**src/rtl/sram_ctrl_if.sv**
```systemverilog
// Purpose : bundles the MEM-stage request/response and the external SRAM pins of sram_ctrl.
// Latency : n/a (wiring only).
// Backpressure: ready low freezes the pipeline; request signals are held stable meanwhile.
// Ports   : wr_en/rd_en/address/st_val/rd_data/ready form the pipeline side;
//           sram_addr/sram_dq_out/sram_dq_in/sram_dq_oe/sram_we_n form the SRAM side.
interface sram_ctrl_if;
    logic        wr_en;
    logic        rd_en;
    logic [31:0] address;
    logic [31:0] st_val;
    logic [31:0] rd_data;
    logic        ready;
    logic [17:0] sram_addr;
    logic [15:0] sram_dq_out;
    logic [15:0] sram_dq_in;
    logic        sram_dq_oe;
    logic        sram_we_n;

    // Controller side.
    modport slave (
        input  wr_en, rd_en, address, st_val, sram_dq_in,
        output rd_data, ready, sram_addr, sram_dq_out, sram_dq_oe, sram_we_n
    );

    // Pipeline + SRAM device side.
    modport master (
        output wr_en, rd_en, address, st_val, sram_dq_in,
        input  rd_data, ready, sram_addr, sram_dq_out, sram_dq_oe, sram_we_n
    );
endinterface

```
**src/rtl/sram_ctrl.sv**
```systemverilog
// Purpose : turns a 32-bit MEM-stage load/store into two 16-bit SRAM half-accesses (low then high).
// Latency : request seen in IDLE at cycle 0 -> ready=1 at cycle 2*WAIT_CYCLES+1, fixed.
// Backpressure: ready is low while an access is in flight; requests are ignored outside IDLE.
// Ports   : clk, rst (synchronous, active-high); bus = sram_ctrl_if.slave carrying the
//           pipeline request/response and the SRAM address/data/strobe pins.
module sram_ctrl #(
    parameter int          WAIT_CYCLES = 5,
    parameter int unsigned DMEM_BASE   = 1024
) (
    input  logic       clk,
    input  logic       rst,
    sram_ctrl_if.slave bus
);

    typedef enum logic [1:0] {
        S_IDLE = 2'd0,
        S_LOW  = 2'd1,
        S_HIGH = 2'd2,
        S_DONE = 2'd3
    } state_t;

    localparam logic [2:0] LAST_CNT = 3'(WAIT_CYCLES - 1);

    state_t      r_state;
    state_t      w_next_state;
    logic [2:0]  r_cnt;
    logic [31:0] r_addr;
    logic [31:0] r_data;
    logic        r_op;        // 1 = write
    logic [31:0] r_rd_data;

    logic        w_req;
    logic        w_last;
    logic [16:0] w_word;

    assign w_req  = bus.rd_en | bus.wr_en;
    assign w_last = (r_cnt == LAST_CNT);
    // Word index relative to the data-memory base; wraps modulo 2^17 words.
    assign w_word = 17'((r_addr - 32'(DMEM_BASE)) >> 2);

    // ---------------- state register ----------------
    always_ff @(posedge clk) begin
        if (rst) begin
            r_state <= S_IDLE;
        end else begin
            r_state <= w_next_state;
        end
    end

    // ---------------- next-state logic ----------------
    always_comb begin
        w_next_state = r_state;
        unique case (r_state)
            S_IDLE:  if (w_req)  w_next_state = S_LOW;
            S_LOW:   if (w_last) w_next_state = S_HIGH;
            S_HIGH:  if (w_last) w_next_state = S_DONE;
            S_DONE:  w_next_state = S_IDLE;
            default: w_next_state = S_IDLE;
        endcase
    end

    // ---------------- datapath registers ----------------
    always_ff @(posedge clk) begin
        if (rst) begin
            r_cnt     <= 3'd0;
            r_addr    <= 32'd0;
            r_data    <= 32'd0;
            r_op      <= 1'b0;
            r_rd_data <= 32'd0;
        end else begin
            unique case (r_state)
                S_IDLE: begin
                    r_cnt <= 3'd0;
                    if (w_req) begin
                        r_addr <= bus.address;
                        r_data <= bus.st_val;
                        r_op   <= bus.wr_en;   // write wins over read
                    end
                end
                S_LOW, S_HIGH: begin
                    r_cnt <= w_last ? 3'd0 : r_cnt + 3'd1;
                    // Sample the half-word on the last wait cycle, when SRAM data has settled.
                    if (w_last && !r_op) begin
                        if (r_state == S_LOW) r_rd_data[15:0]  <= bus.sram_dq_in;
                        else                  r_rd_data[31:16] <= bus.sram_dq_in;
                    end
                end
                default: r_cnt <= 3'd0;
            endcase
        end
    end

    // ---------------- output logic ----------------
    always_comb begin
        bus.sram_addr   = 18'd0;
        bus.sram_dq_out = 16'd0;
        bus.sram_dq_oe  = 1'b0;
        bus.sram_we_n   = 1'b1;
        bus.ready       = (r_state == S_DONE) || ((r_state == S_IDLE) && !w_req);
        bus.rd_data     = r_rd_data;
        // SRAM pins are parked while rst is asserted so an aborted write stops immediately.
        if (!rst) begin
            unique case (r_state)
                S_LOW: begin
                    bus.sram_addr = {w_word, 1'b0};
                    if (r_op) begin
                        bus.sram_dq_out = r_data[15:0];
                        bus.sram_dq_oe  = 1'b1;
                        // Strobe rises on the last cycle so the address is still stable at the rising edge.
                        bus.sram_we_n   = w_last;
                    end
                end
                S_HIGH: begin
                    bus.sram_addr = {w_word, 1'b1};
                    if (r_op) begin
                        bus.sram_dq_out = r_data[31:16];
                        bus.sram_dq_oe  = 1'b1;
                        bus.sram_we_n   = w_last;
                    end
                end
                default: ;
            endcase
        end
    end

endmodule

```
**src/flat_wrapper.sv**
```systemverilog
// flat-port wrapper written by rule: the top's interface ports become plain ports
module sram_ctrl_flat 
#(
    parameter int          WAIT_CYCLES = 5,
    parameter int unsigned DMEM_BASE   = 1024
)
  (clk, rst, bus_wr_en, bus_rd_en, bus_address, bus_st_val, bus_sram_dq_in, bus_rd_data, bus_ready, bus_sram_addr, bus_sram_dq_out, bus_sram_dq_oe, bus_sram_we_n);
  sram_ctrl_if bus_i ();
  input  logic clk;
  input  logic rst;
  input wire logic [$bits(bus_i.wr_en)-1:0] bus_wr_en;
  input wire logic [$bits(bus_i.rd_en)-1:0] bus_rd_en;
  input wire logic [$bits(bus_i.address)-1:0] bus_address;
  input wire logic [$bits(bus_i.st_val)-1:0] bus_st_val;
  input wire logic [$bits(bus_i.sram_dq_in)-1:0] bus_sram_dq_in;
  output wire logic [$bits(bus_i.rd_data)-1:0] bus_rd_data;
  output wire logic [$bits(bus_i.ready)-1:0] bus_ready;
  output wire logic [$bits(bus_i.sram_addr)-1:0] bus_sram_addr;
  output wire logic [$bits(bus_i.sram_dq_out)-1:0] bus_sram_dq_out;
  output wire logic [$bits(bus_i.sram_dq_oe)-1:0] bus_sram_dq_oe;
  output wire logic [$bits(bus_i.sram_we_n)-1:0] bus_sram_we_n;
  assign bus_i.wr_en = bus_wr_en;
  assign bus_i.rd_en = bus_rd_en;
  assign bus_i.address = bus_address;
  assign bus_i.st_val = bus_st_val;
  assign bus_i.sram_dq_in = bus_sram_dq_in;
  assign bus_rd_data = bus_i.rd_data;
  assign bus_ready = bus_i.ready;
  assign bus_sram_addr = bus_i.sram_addr;
  assign bus_sram_dq_out = bus_i.sram_dq_out;
  assign bus_sram_dq_oe = bus_i.sram_dq_oe;
  assign bus_sram_we_n = bus_i.sram_we_n;
  sram_ctrl #(.WAIT_CYCLES(WAIT_CYCLES), .DMEM_BASE(DMEM_BASE)) u_core (.clk(clk), .rst(rst), .bus(bus_i));
endmodule
```
**config.mk**
```make
export PLATFORM = sky130hd
export DESIGN_NAME = sram_ctrl_flat
export DESIGN_NICKNAME = d
export VERILOG_FILES = /design/src/rtl/sram_ctrl_if.sv /design/src/rtl/sram_ctrl.sv /design/src/flat_wrapper.sv
export SDC_FILE = /design/constraint.sdc
export NUM_CORES = 1
export LEC_CHECK = 0
export BUFFER_PORTS_ARGS = -buffer_cell sky130_fd_sc_hd__buf_2
export CAP_MARGIN = 0
export CORE_ASPECT_RATIO = 1.4
export CORE_MARGIN = 3
export CORE_UTILIZATION = 47
export CTS_CLUSTER_DIAMETER = 50
export DETAILED_ROUTE_END_ITERATION = 12
export GPL_ROUTABILITY_DRIVEN = 0
export HOLD_SLACK_MARGIN = 0.1
export PLACE_DENSITY = 0.91
export SKIP_LAST_GASP = 1
export SLEW_MARGIN = 0
export SYNTH_ARGS = -nofsm -noshare
export SYNTH_HDL_FRONTEND = slang
export SYNTH_SLANG_ARGS = --single-unit
```
**constraint.sdc**
```tcl
create_clock -name clk -period 1.9 [get_ports clk]
set_input_delay 0 -clock clk [delete_from_list [all_inputs] [get_ports clk]]
set_output_delay 0 -clock clk [all_outputs]
set_load 0.05 [all_outputs]
```
# Yosys cells after proc, flatten, opt, wreduce, memory -nomap -nowiden
# Cells that the tools add are included.
[totals]
wordCells = 47
regBits = 89
inputBits = 84
[op_classes]
n_reduce_logical = 12
n_addsub = 2
bitwise_logic = 3
muxes = 16
eq_ne = 7
[op_table]
columns = ["op", "count"]
rows = [
  ["16-bit two-way mux", 3],
  ["18-bit one-hot mux with 2 select lines", 1],
  ["16-bit one-hot mux with 2 select lines", 1],
  ["19-bit by 11-bit subtractor with 19-bit output, second input constant", 1],
  ["18-bit two-way mux", 1],
  ["3-bit AND reduction", 3],
  ["2-bit one-hot mux with 4 select lines", 1],
  ["1-bit two-way mux", 6],
  ["2-bit two-way mux", 3],
  ["2-bit by 1-bit != test with 1-bit output, second input constant", 3],
  ["2-bit equality test, second input constant", 2],
  ["3-bit by 1-bit adder with 3-bit output, second input constant", 1],
  ["3-bit equality test, second input constant", 1],
  ["3-bit OR reduction", 1],
  ["2-bit by 1-bit equality test with 1-bit output, second input constant", 1],
  ["1-bit logical AND", 2],
  ["1-bit zero test", 2],
  ["2-bit zero test", 1],
  ["1-bit NOT", 2],
  ["2-bit AND reduction", 1],
  ["2-bit OR reduction", 1],
  ["1-bit logical OR", 1],
  ["1-bit OR", 1],
]

# Depth between registers and ports, before layout
# Gate-level depths: netlist of run 1.
[depth]
ltp_word = 4
ltp_mapped = 7
depth_no_buf = 5

# Worst setup path after synthesis of run 1
# OpenSTA, ideal clock, no wires.
[synth_timing]
path_kind = "register to output"
from = "reg u_core.r_state[0]"
to = "out bus_sram_addr[16]"
t_arrival_ns = 2.162
setup_slack_ns = -0.262
stages_incl_launch_ff = 8
path_buffers = 2
path_cell_list = "dfxtp_1 > inv_1 > ha_1 > nor2b_1 > clkbuf_1 > clkbuf_1 > nand3_1 > mux2i_1"
[synth_via]
elab_chain_len = 3
word_cells_on_any_way = 4
[synth_lines]
columns = ["element", "line", "rtl"]
rows = [
  ["start, declared", "sram_ctrl.sv:24", "state_t r_state;"],
  ["start signal, assigned", "sram_ctrl.sv:46", "r_state <= w_next_state;"],
  ["2-bit equality test / 2-bit by 1-bit equality test with 1-bit output (equally long branches)", "sram_ctrl.sv:103", "unique case (r_state)"],
  ["18-bit one-hot mux with 2 select lines (*)", "sram_ctrl.sv:103", ""],
  ["18-bit two-way mux (*)", "sram_ctrl.sv:102", "if (!rst) begin"],
  ["end, declared", "flat_wrapper.sv:18", "output wire logic [$bits(bus_i.sram_addr)-1:0] bus_sram_addr;"],
]
# Mark *: on every way between the ends. The rest lies on a longest branch, timed or not.

# Worst setup path in the final report of run 1
[layout_timing]
from = "reg u_core.r_addr[13]"
to = "out bus_sram_addr[14]"
[layout_via]
elab_chain_len = 3
[layout_lines]
columns = ["element", "line", "rtl"]
rows = [
  ["start, declared", "sram_ctrl.sv:27", "logic [31:0] r_addr;"],
  ["start signal, assigned", "sram_ctrl.sv:75", "r_addr <= bus.address;"],
  ["19-bit by 11-bit subtractor with 19-bit output", "sram_ctrl.sv:39", "assign w_word = 17'((r_addr - 32'(DMEM_BASE)) >> 2);"],
  ["18-bit one-hot mux with 2 select lines", "sram_ctrl.sv:103", ""],
  ["18-bit two-way mux", "sram_ctrl.sv:102", ""],
]
# No other way between the ends.

==> flow_metrics.py, run 1 <==
metrics = {
    "run_status": {
        "status": "complete, but fails checks",
        "violations": "negative setup slack",
    },
    "pwr": {
        "powerDensity_nw_per_um2": 1154,
        "p_leak_uw": 0.002486,
        "vdd_ir_drop_max_mv": 0.7282,
    },
    "routing": {
        "routed_wl_um": 13170,
        "drt-vias-per-instance": 5.384,
        "via_count": 4216,
        "avgRoutedWirePerCell_um": 16.82,
        "firstDrtPassIters": 6,
        "drcViolationCount": 0,
        "antenna_left": 0,
        "drt_iter0_markers": 309,
    },
    "clocking": {
        "numClockSinks": 87,
        "cts-root-buf": "clkbuf_8",
        "clk_pin_slew_worst_paths_ps": 90,
        "cts_buffer_depth": 2,
        "clock_latency_ps": 350,
        "numCtsBuffers": 9,
        "htreeDepth": 3,
        "cts_tree": "done",
    },
    "sta": {
        "tightest_slew_ps": 739.6,
        "hold_viol_final": 0,
        "skew_ps": 8.076,
        "fmax_mhz": 479.1,
        "min_period_over_period_pct": 109.8,
        "slew_violations": 0,
        "rsz0062_at_grt": "yes",
        "setup_violations": 4,
        "relSlewSlack_pct": 50.43,
        "setup_slack_ps": -187.1,
        "min_period_ps": 2087,
        "setup_tns_ps": -400.0,
    },
    "critical_path": {
        "end_kind": "primary output",
        "startpoint_type": "register",
        "crit_chain": "buf_6 > or4_4 > or3_4 > a21oi_4 > buf_6",
        "crit_buf_inv": 2,
        "cp_common_cell": "buf_6",
        "cp_max_fo": 3,
        "required_ps": 1900,
        "crit_family": "simple AND/OR/NAND/NOR gates",
        "slowest_delay_ps": 510,
        "cp_data_arrival_time_ps": 2090,
        "critical_path_class": "reg -> out",
        "crit_slowest_cell": "or4_4",
    },
    "global_route": {
        "track_usage_pct": 28.61,
        "grt_overflow": 0,
        "grt_pass1_wl_um": 19570,
        "antenna_found_initial": 1,
        "grt_max_degree": 43,
        "grt_pass1_vias": 4203,
    },
    "floorplan": {
        "die_w_um": 79.93,
        "start_util_pct": 48.55,
        "io_pins": 153,
        "dieArea_um2": 8751,
        "die_h_um": 109.5,
        "core_area_um2": 7407,
        "fp-row-count": 37,
    },
    "cells_and_area": {
        "final_area_um2": 5728,
        "fin_nets": 773,
        "syn_to_final_growth_pct": 59.29,
        "drive_gt1_share_pct": 31.53,
        "fillCellCount": 464,
        "postLayoutCoreUtil_pct": 77.33,
    },
    "logic_synthesis": {
        "yosysWarnings": 0,
        "syn-instance-count": 474,
        "synth-seq-area-share_pct": 48.43,
        "syn_area_um2": 3596,
        "synth_seq_cells": 87,
        "ys_types": 32,
        "synth_nets": 567,
        "avgSynthCellArea_um2": 7.586,
    },
    "placed_design": {
        "io_buffers": 137,
        "dp_hpwl_um": 6945,
        "placed_cell_area_um2": 4466,
        "pre_cts_slack_ps": 93.18,
    },
    "run": {
        "max_cap_viol_count": 0,
    },
    "min_path": {
        "worstHoldPathType": "in -> reg",
    },
}
[synth_stat cells]
library cell,instances,area (um2)
dfxtp_1,87,1742
inv_1,8,30.03
o21ai_0,2,10.01
a22o_1,1,8.760
o31ai_1,1,7.510
or4_1,1,7.510
mux2_2,1,11.26
nor2_1,24,90.09
mux2i_1,2,20.02
a21oi_1,85,425.4
and3_1,9,56.30
clkbuf_1,26,97.59
and4b_1,2,20.02
nor2b_1,2,12.51
a22oi_1,16,120.1
buf_2,4,20.02
nor3b_1,1,7.510
a211oi_1,2,15.01
xnor2_1,3,26.28
buf_1,4,15.01
nand3b_1,2,15.01
nand4b_1,2,17.52
a21o_1,1,7.510
o21ai_1,1,5.000
nand3_1,3,15.01
or2_1,1,6.260
o21a_1,1,7.510
nand2_1,168,630.6
or4_4,1,11.26
nor4_1,2,12.51
ha_1,9,112.6
or3_1,2,12.51
[state kept, by name, indices dropped and copies added, names as in the netlist]
name and flops:
u_core.r_state 2, u_core.r_addr 17, u_core.bus.rd_data 32, u_core.r_op 1, u_core.r_data 32, u_core.r_cnt 3
[final cells by class]
type	instances	area (um2)	share of cell area, %
diodes	1	2.502	0.04369
clock buffers	12	155.1	2.709
clock inverters	4	76.32	1.332
inverters	8	30.03	0.5242
multi-input cells	345	1841	32.13
flip-flops and latches	87	1750	30.56
well taps	97	121.4	2.119
repair buffers	229	1752	30.58
[final timing paths]
path | start | endpoint | slack, ps | depth (start not counted)
max | u_core.r_addr[13] | bus_sram_addr[14] | -190 | 5
min | bus_address[11] | u_core.r_addr[11] | 420 | 4
max reg2reg | u_core.r_state[0] | u_core.r_op | 70 | 6
min reg2reg | u_core.r_cnt[0] | u_core.r_cnt[0] | 450 | 1
[metal layers]
layer  GRT usage, %  up-vias  wire length [um]
li1               -     1974                 -
met1          29.05     1964              4699
met2          52.61      225              6960
met3          6.393       53               921
met4          16.91        0               588
met5              0        -                 0
[cells in the final DEF (no fill, tap or decap), types with 2 or more instances in the layout]
master / synthesis / final
and3_1: 9 / 9
inv_1: 8 / 8
buf_2: 4 / 104
nor2_2: 0 / 19
nand3_1: 3 / 3
dfxtp_1: 87 / 82
dlygate4sd3_1: 0 / 69
dfxtp_2: 0 / 4
o21ai_0: 2 / 2
nand2_1: 168 / 166
buf_4: 0 / 25
nand3b_1: 2 / 2
a21oi_2: 0 / 2
a211oi_1: 2 / 2
a22oi_1: 16 / 16
a21oi_1: 85 / 82
and4b_1: 2 / 2
nand4b_1: 2 / 2
clkbuf_8: 0 / 11
or3_4: 0 / 2
buf_6: 0 / 22
nor2_1: 24 / 5
clkbuf_4: 0 / 6
bufinv_16: 0 / 2
ha_1: 9 / 9
or4_4: 1 / 2
xnor2_1: 3 / 3
buf_12: 0 / 3
[tightest hold or removal path: cells and delay by family]
family | cells | cell delay [ps]
compound gates | 1 | 50
buf+inv | 2 | 650
simple gates | 1 | 50
[where the power goes]
group          leakage [uW]  internal, uW  switching (uW)
Sequential         0.000713          2120             217
Clock              0.000113           818             643
Combinational       0.00166          1120            1690
Total               0.00249          4060            2550
[what timing repair did]
action,in CTS,in global routing
setup buffers,3,4
setup endpoints to repair,35,34
gates resized for setup,46,46
hold buffers,69,0
pin swaps,2,4
endpoints found under the hold margin,82,0
[stage by stage]
stage                     total power (uW)  cells  hold slack [ps]
after floorplan                       3835    474            136.0
after global placement                4444    690            239.6
after detailed placement              4548    690            247.0
after CTS                             6277    778            402.1
after global routing                  6918    783            418.9
final                                 6610    783            420.6
[logic make-up after synthesis]
logic type | after synthesis | synth area share [%]
XOR/XNOR | 3 | 0.7308
buffers and inverters | 42 | 4.523
multiplexers | 3 | 0.8699
adder cells (fa/ha/maj) | 9 | 3.132
flip-flops | 87 | 48.43
AO/OA/AOI/OAI | 110 | 16.88
AND/OR/NAND/NOR | 220 | 25.43
Power figures use the tool's default switching activity.
==> run 2: changes to the inputs <==
- CAP_MARGIN: 0 -> not set
- CORE_MARGIN: 3 -> 4
- SETUP_SLACK_MARGIN: not set -> 0.1
==> run 2 against run 1 <==
Effect of this change: the flow still finishes with violations (negative setup slack); design area rose by 5.9%; hold slack got worse by 250 ps; combinational power rose by 15%; clock skew grew 2.5 ps; count of clock-buffer cells in the layout is 1 higher; clock power shrank 21%; core utilization up 4.6 points; die area rose by 4.4%; critical path type unchanged.
==> flow_metrics.py, run 2 (same netlist as run 1, synthesis figures left out) <==
metrics = {
    "global_route": {
        "grt_pass1_wl_um": 20910,
        "grt_max_degree": 55,
        "track_usage_pct": 29.39,
        "grt_overflow": 0,
        "grt_pass1_vias": 4445,
        "antenna_found_initial": 0,
    },
    "pwr": {
        "p_leak_uw": 0.002534,
        "vdd_ir_drop_max_mv": 0.8873,
        "powerDensity_nw_per_um2": 1113,
    },
    "routing": {
        "firstDrtPassIters": 5,
        "routed_wl_um": 14430,
        "drt-vias-per-instance": 5.521,
        "drt_iter0_markers": 311,
        "antenna_left": 0,
        "via_count": 4345,
        "avgRoutedWirePerCell_um": 18.33,
        "drcViolationCount": 0,
    },
    "critical_path": {
        "crit_slowest_cell": "or4_4",
        "cp_max_fo": 4,
        "rr_startpoint": "u_core.r_state[1]",
        "slowest_delay_ps": 590,
        "startpoint_type": "register",
        "worstSetupStartpoint": "u_core.r_addr[12]",
        "critical_path_class": "reg -> out",
        "end_kind": "primary output",
        "crit_chain": "or4_4 > nor4_4 > mux2i_4 > buf_6",
        "crit_buf_inv": 1,
        "required_ps": 1900,
        "crit_family": "simple AND/OR/NAND/NOR gates",
        "cp_data_arrival_time_ps": 2020,
    },
    "cells_and_area": {
        "diodes": 0,
        "layout_commonest_cell": "nand2_1",
        "multiInputGateArea_um2": 2072,
        "layout_common_cells": "166 x nand2_1, 102 x buf_2, 81 x a21oi_1, 80 x dfxtp_1, 66 x dlygate4sd3_1",
        "fillCellCount": 410,
        "fin_nets": 778,
        "drive_gt1_share_pct": 36.52,
        "syn_to_final_growth_pct": 68.68,
        "regArea_um2": 1753,
        "final_cells": 787,
    },
    "sta": {
        "fmax_mhz": 493.9,
        "min_period_over_period_pct": 106.6,
        "hold_viol_final": 0,
        "rsz0062_at_grt": "yes",
        "setup_slack_ps": -124.9,
        "tightest_slew_ps": 589.9,
        "skew_ps": 10.60,
        "relSlewSlack_pct": 60.67,
        "min_period_ps": 2025,
        "hold_slack_ps": 169.8,
        "setup_violations": 5,
        "slew_violations": 0,
    },
    "placed_design": {
        "dp_cells": 690,
        "io_buffers": 137,
        "dp_hpwl_um": 7185,
        "pre_cts_slack_ps": 115.5,
    },
    "run_status": {
        "violations": "negative setup slack",
        "status": "complete, but fails checks",
    },
    "run": {
        "max_cap_viol_count": 0,
    },
    "floorplan": {
        "dieArea_um2": 9134,
        "fp-row-count": 37,
        "core_area_um2": 7407,
        "die_w_um": 81.93,
        "io_pins": 153,
        "start_util_pct": 48.55,
        "die_h_um": 111.5,
    },
    "clocking": {
        "numClockSinks": 87,
        "numCtsBuffers": 9,
        "cts_tree": "done",
        "cts_buffer_depth": 2,
        "clock_latency_ps": 360,
        "cts-root-buf": "clkbuf_8",
        "htreeDepth": 3,
        "clk_pin_slew_worst_paths_ps": 90,
    },
    "min_path": {
        "min-delay-start": "bus_rd_en",
        "worstHoldPathType": "in -> reg",
    },
}
==> run 2: path summary, 6_finish.rpt <==
| check | to | slack (ps) | cells after the start |
|---|---|---|---|
| setup / recovery | bus_sram_addr[17] | -120 | 4 |
| hold / removal | u_core.r_data[8] | 170 | 4 |
| setup reg to reg | u_core.r_state[1] | 260 | 6 |
| hold reg to reg | u_core.bus.rd_data[8] | 450 | 2 |
==> run 2: worst register-to-register path: cells and delay by family, from the launching register on <==
kind,cells,cell delay (ps)
buf+inv,2,200
mux,1,270
flops,1,350
simple gates,1,300
fa+ha+maj,1,190
compound gates,1,230
==> run 2: cell type report <==
cell class	instances	share of cell area [%]
clock inverters	3	0.3094
multi-input cells	346	34.16
repair buffers	233	31.64
flip-flops and latches	87	28.90
inverters	8	0.5363
clock buffers	13	2.455
well taps	97	2.001
==> run 2: what timing repair did <==
item,in CTS,in global routing
endpoints found under the setup margin,35,37
hold endpoints to repair,82,0
buffers inserted,8,4
hold buffers,66,0
pin swaps,4,15
gates cloned,2,1
gates resized for setup,84,80
==> run 2: metrics by stage <==
stage,util [%],cell area (um2),total power (uW),TNS [ps]
floorplan,-,3710,3882,-530.0
global placement,61.08,4524,4416,0
detailed placement,61.08,4524,4512,0
CTS,77.04,5707,6058,-235.1
global route,81.89,6066,7058,-721.2
finish,81.89,6066,6752,-449.2
==> run 2: power by group <==
part	internal, uW	switching, uW
sequential	2130	257
combinational	1300	1930
clock	511	634
total	3930	2820
==> run 2: layer usage <==
metal	share of wire (%)	vias up	GRT usage, %
met5	0	-	0
met2	54	235	52.62
met4	7.0	0	18.96
met1	33	2030	29.35
li1	-	1990	-
met3	6.3	90	6.311
==> run 3: changes to the inputs <==
- CELL_PAD_IN_SITES_DETAIL_PLACEMENT: not set -> 0
- CELL_PAD_IN_SITES_GLOBAL_PLACEMENT: not set -> 2
- CORE_UTILIZATION: 47 -> 25
- CTS_CLUSTER_SIZE: not set -> 8
==> run 3 against run 2 <==
Effect of this change: the flow still finishes with violations (negative setup slack); core utilization decreased by 37 points; global-route usage down 14 points; die area rose by 79%; clock power up 58%; critical endpoint is now bus_sram_addr[14].
==> flow_metrics.py, run 3 (same netlist as run 1, synthesis figures left out) <==
metrics = {
    "placed_design": {
        "dp_cells": 776,
        "io_buffers": 137,
        "dp_hpwl_um": 7912,
        "pre_cts_slack_ps": 102.0,
    },
    "clocking": {
        "numCtsBuffers": 9,
        "cts_buffer_depth": 2,
        "cts_tree": "done",
        "clock_latency_ps": 340,
        "clk_pin_slew_worst_paths_ps": 60,
        "cts-root-buf": "clkbuf_16",
        "numClockSinks": 87,
        "htreeDepth": 3,
    },
    "global_route": {
        "busiest_layer": "met2",
        "grt_pass1_vias": 4065,
        "met3_usage_pct": 3.323,
        "use_met1_pct": 15.86,
        "grt_pass1_wl_um": 19380,
        "grt_max_degree": 45,
        "track_usage_pct": 14.94,
        "grt_overflow": 0,
        "antenna_found_initial": 0,
        "met2_usage_pct": 27.84,
    },
    "sta": {
        "min_period_over_period_pct": 103.6,
        "tightest_slew_ps": 643.9,
        "setup_tns_ps": -168.9,
        "rsz0062_at_grt": "yes",
        "setup_slack_ps": -68.75,
        "skew_ps": 5.556,
        "hold_slack_ps": 159.6,
        "setup_violations": 4,
        "min_period_ps": 1969,
        "slew_violations": 0,
        "fmax_mhz": 507.9,
        "hold_viol_final": 0,
        "relSlewSlack_pct": 57.04,
    },
    "critical_path": {
        "cp_data_arrival_time_ps": 1970,
        "startpoint_type": "register",
        "r2r_slack_ps": 300,
        "required_ps": 1900,
        "end_kind": "primary output",
        "cp_max_fo": 5,
        "critical_path_class": "reg -> out",
    },
    "routing": {
        "drcViolationCount": 0,
        "firstDrtPassIters": 4,
        "antenna_left": 0,
        "drt-vias-per-instance": 4.505,
        "routed_wl_um": 12300,
        "drt_iter0_markers": 108,
        "via_count": 3924,
        "avgRoutedWirePerCell_um": 14.13,
    },
    "floorplan": {
        "die_h_um": 149.9,
        "core_area_um2": 14040,
        "dieArea_um2": 16390,
        "io_pins": 153,
        "die_w_um": 109.4,
        "start_util_pct": 25.61,
        "fp-row-count": 51,
    },
    "cells_and_area": {
        "layout_common_cells": "166 x nand2_1, 102 x buf_2, 84 x a21oi_1, 82 x dfxtp_1, 66 x dlygate4sd3_1",
        "layout_commonest_cell": "nand2_1",
        "syn_to_final_growth_pct": 74.74,
        "fin_nets": 773,
        "final_cells": 871,
        "drive_gt1_share_pct": 34.45,
        "postLayoutCoreUtil_pct": 44.76,
    },
    "run_status": {
        "status": "complete, but fails checks",
        "violations": "negative setup slack",
    },
    "run": {
        "max_cap_viol_count": 0,
    },
    "pwr": {
        "vdd_ir_drop_max_mv": 0.5346,
        "powerDensity_nw_per_um2": 1156,
        "p_leak_uw": 0.002578,
    },
    "min_path": {
        "worstHoldPathType": "in -> reg",
    },
}
## run 3: cell count changes in the layout (fill, tap and decap cells not counted), sizes merged
| cell | change |
|---|---|
| buf | -5 |
| bufinv | +1 |
| clkbuf | -3 |
| diode | +1 |
| inv | +3 |
| or2 | -1 |
## run 3: layer usage
layer	part of all wire (%)	vias to the layer above	routed length (um)
li1	-	1981	-
met1	39	1828	4740
met2	55	100	6794
met3	4.1	15	508
met4	2.1	0	261
met5	0	-	0
## run 3: report_power, final
| part | total [uW] | leakage [uW] | internal (uW) | switching, uW |
|---|---|---|---|---|
| Clock | 1820 | 0.000151 | 1040 | 781 |
| Combinational | 3120 | 0.00171 | 1340 | 1770 |
| Sequential | 2330 | 0.000712 | 2120 | 207 |
| Total | 7260 | 0.00258 | 4500 | 2760 |
## run 3: path summary, 6_finish.rpt
path | start | cells past startpoint | to
worst min-delay path | bus_rd_en | 4 | u_core.r_addr[12]
worst max-delay path | u_core.r_addr[12] | 5 | bus_sram_addr[14]
worst min register to register | u_core.bus.rd_data[25] | 2 | u_core.bus.rd_data[25]
worst max register to register | u_core.r_state[0] | 5 | u_core.bus.rd_data[8]
## run 3: layout make-up
cell class / count / area (um2)
Multi-Input combinational cell: 345 / 2014
Clock buffer: 9 / 225.2
Clock inverter: 7 / 78.83
Fill cell: 1367 / 7755
Inverter: 8 / 35.03
Antenna cell: 1 / 2.502
Sequential cell: 87 / 1748
Timing Repair Buffer: 229 / 1948
Tap cell: 185 / 231.5
## run 3: metrics by stage
stage          instance area, um2  power, uW
2_1_floorplan                3710       3882
3_3_place_gp                 4646       4590
3_5_place_dp                 4646       4655
4_1_cts                      5961       6913
5_1_grt                      6281       7697
6_report                     6284       7262
## run 3: repair_timing
item / 4_1_cts / 5_1_grt
pin swaps: 4 / 15
resized for setup: 87 / 67
hold buffers: 66 / 0
buffers inserted: 4 / 5
cloned: 2 / 1
endpoints found under the hold margin: 82 / 0
endpoints found under the setup margin: 35 / 35
## run 3: worst max-delay path: stages, from the launching register on
cell	delay [ps]
dfxtp_2	320
buf_4	140
or4_4	480
or3_4	340
a21oi_2	170
buf_6	170
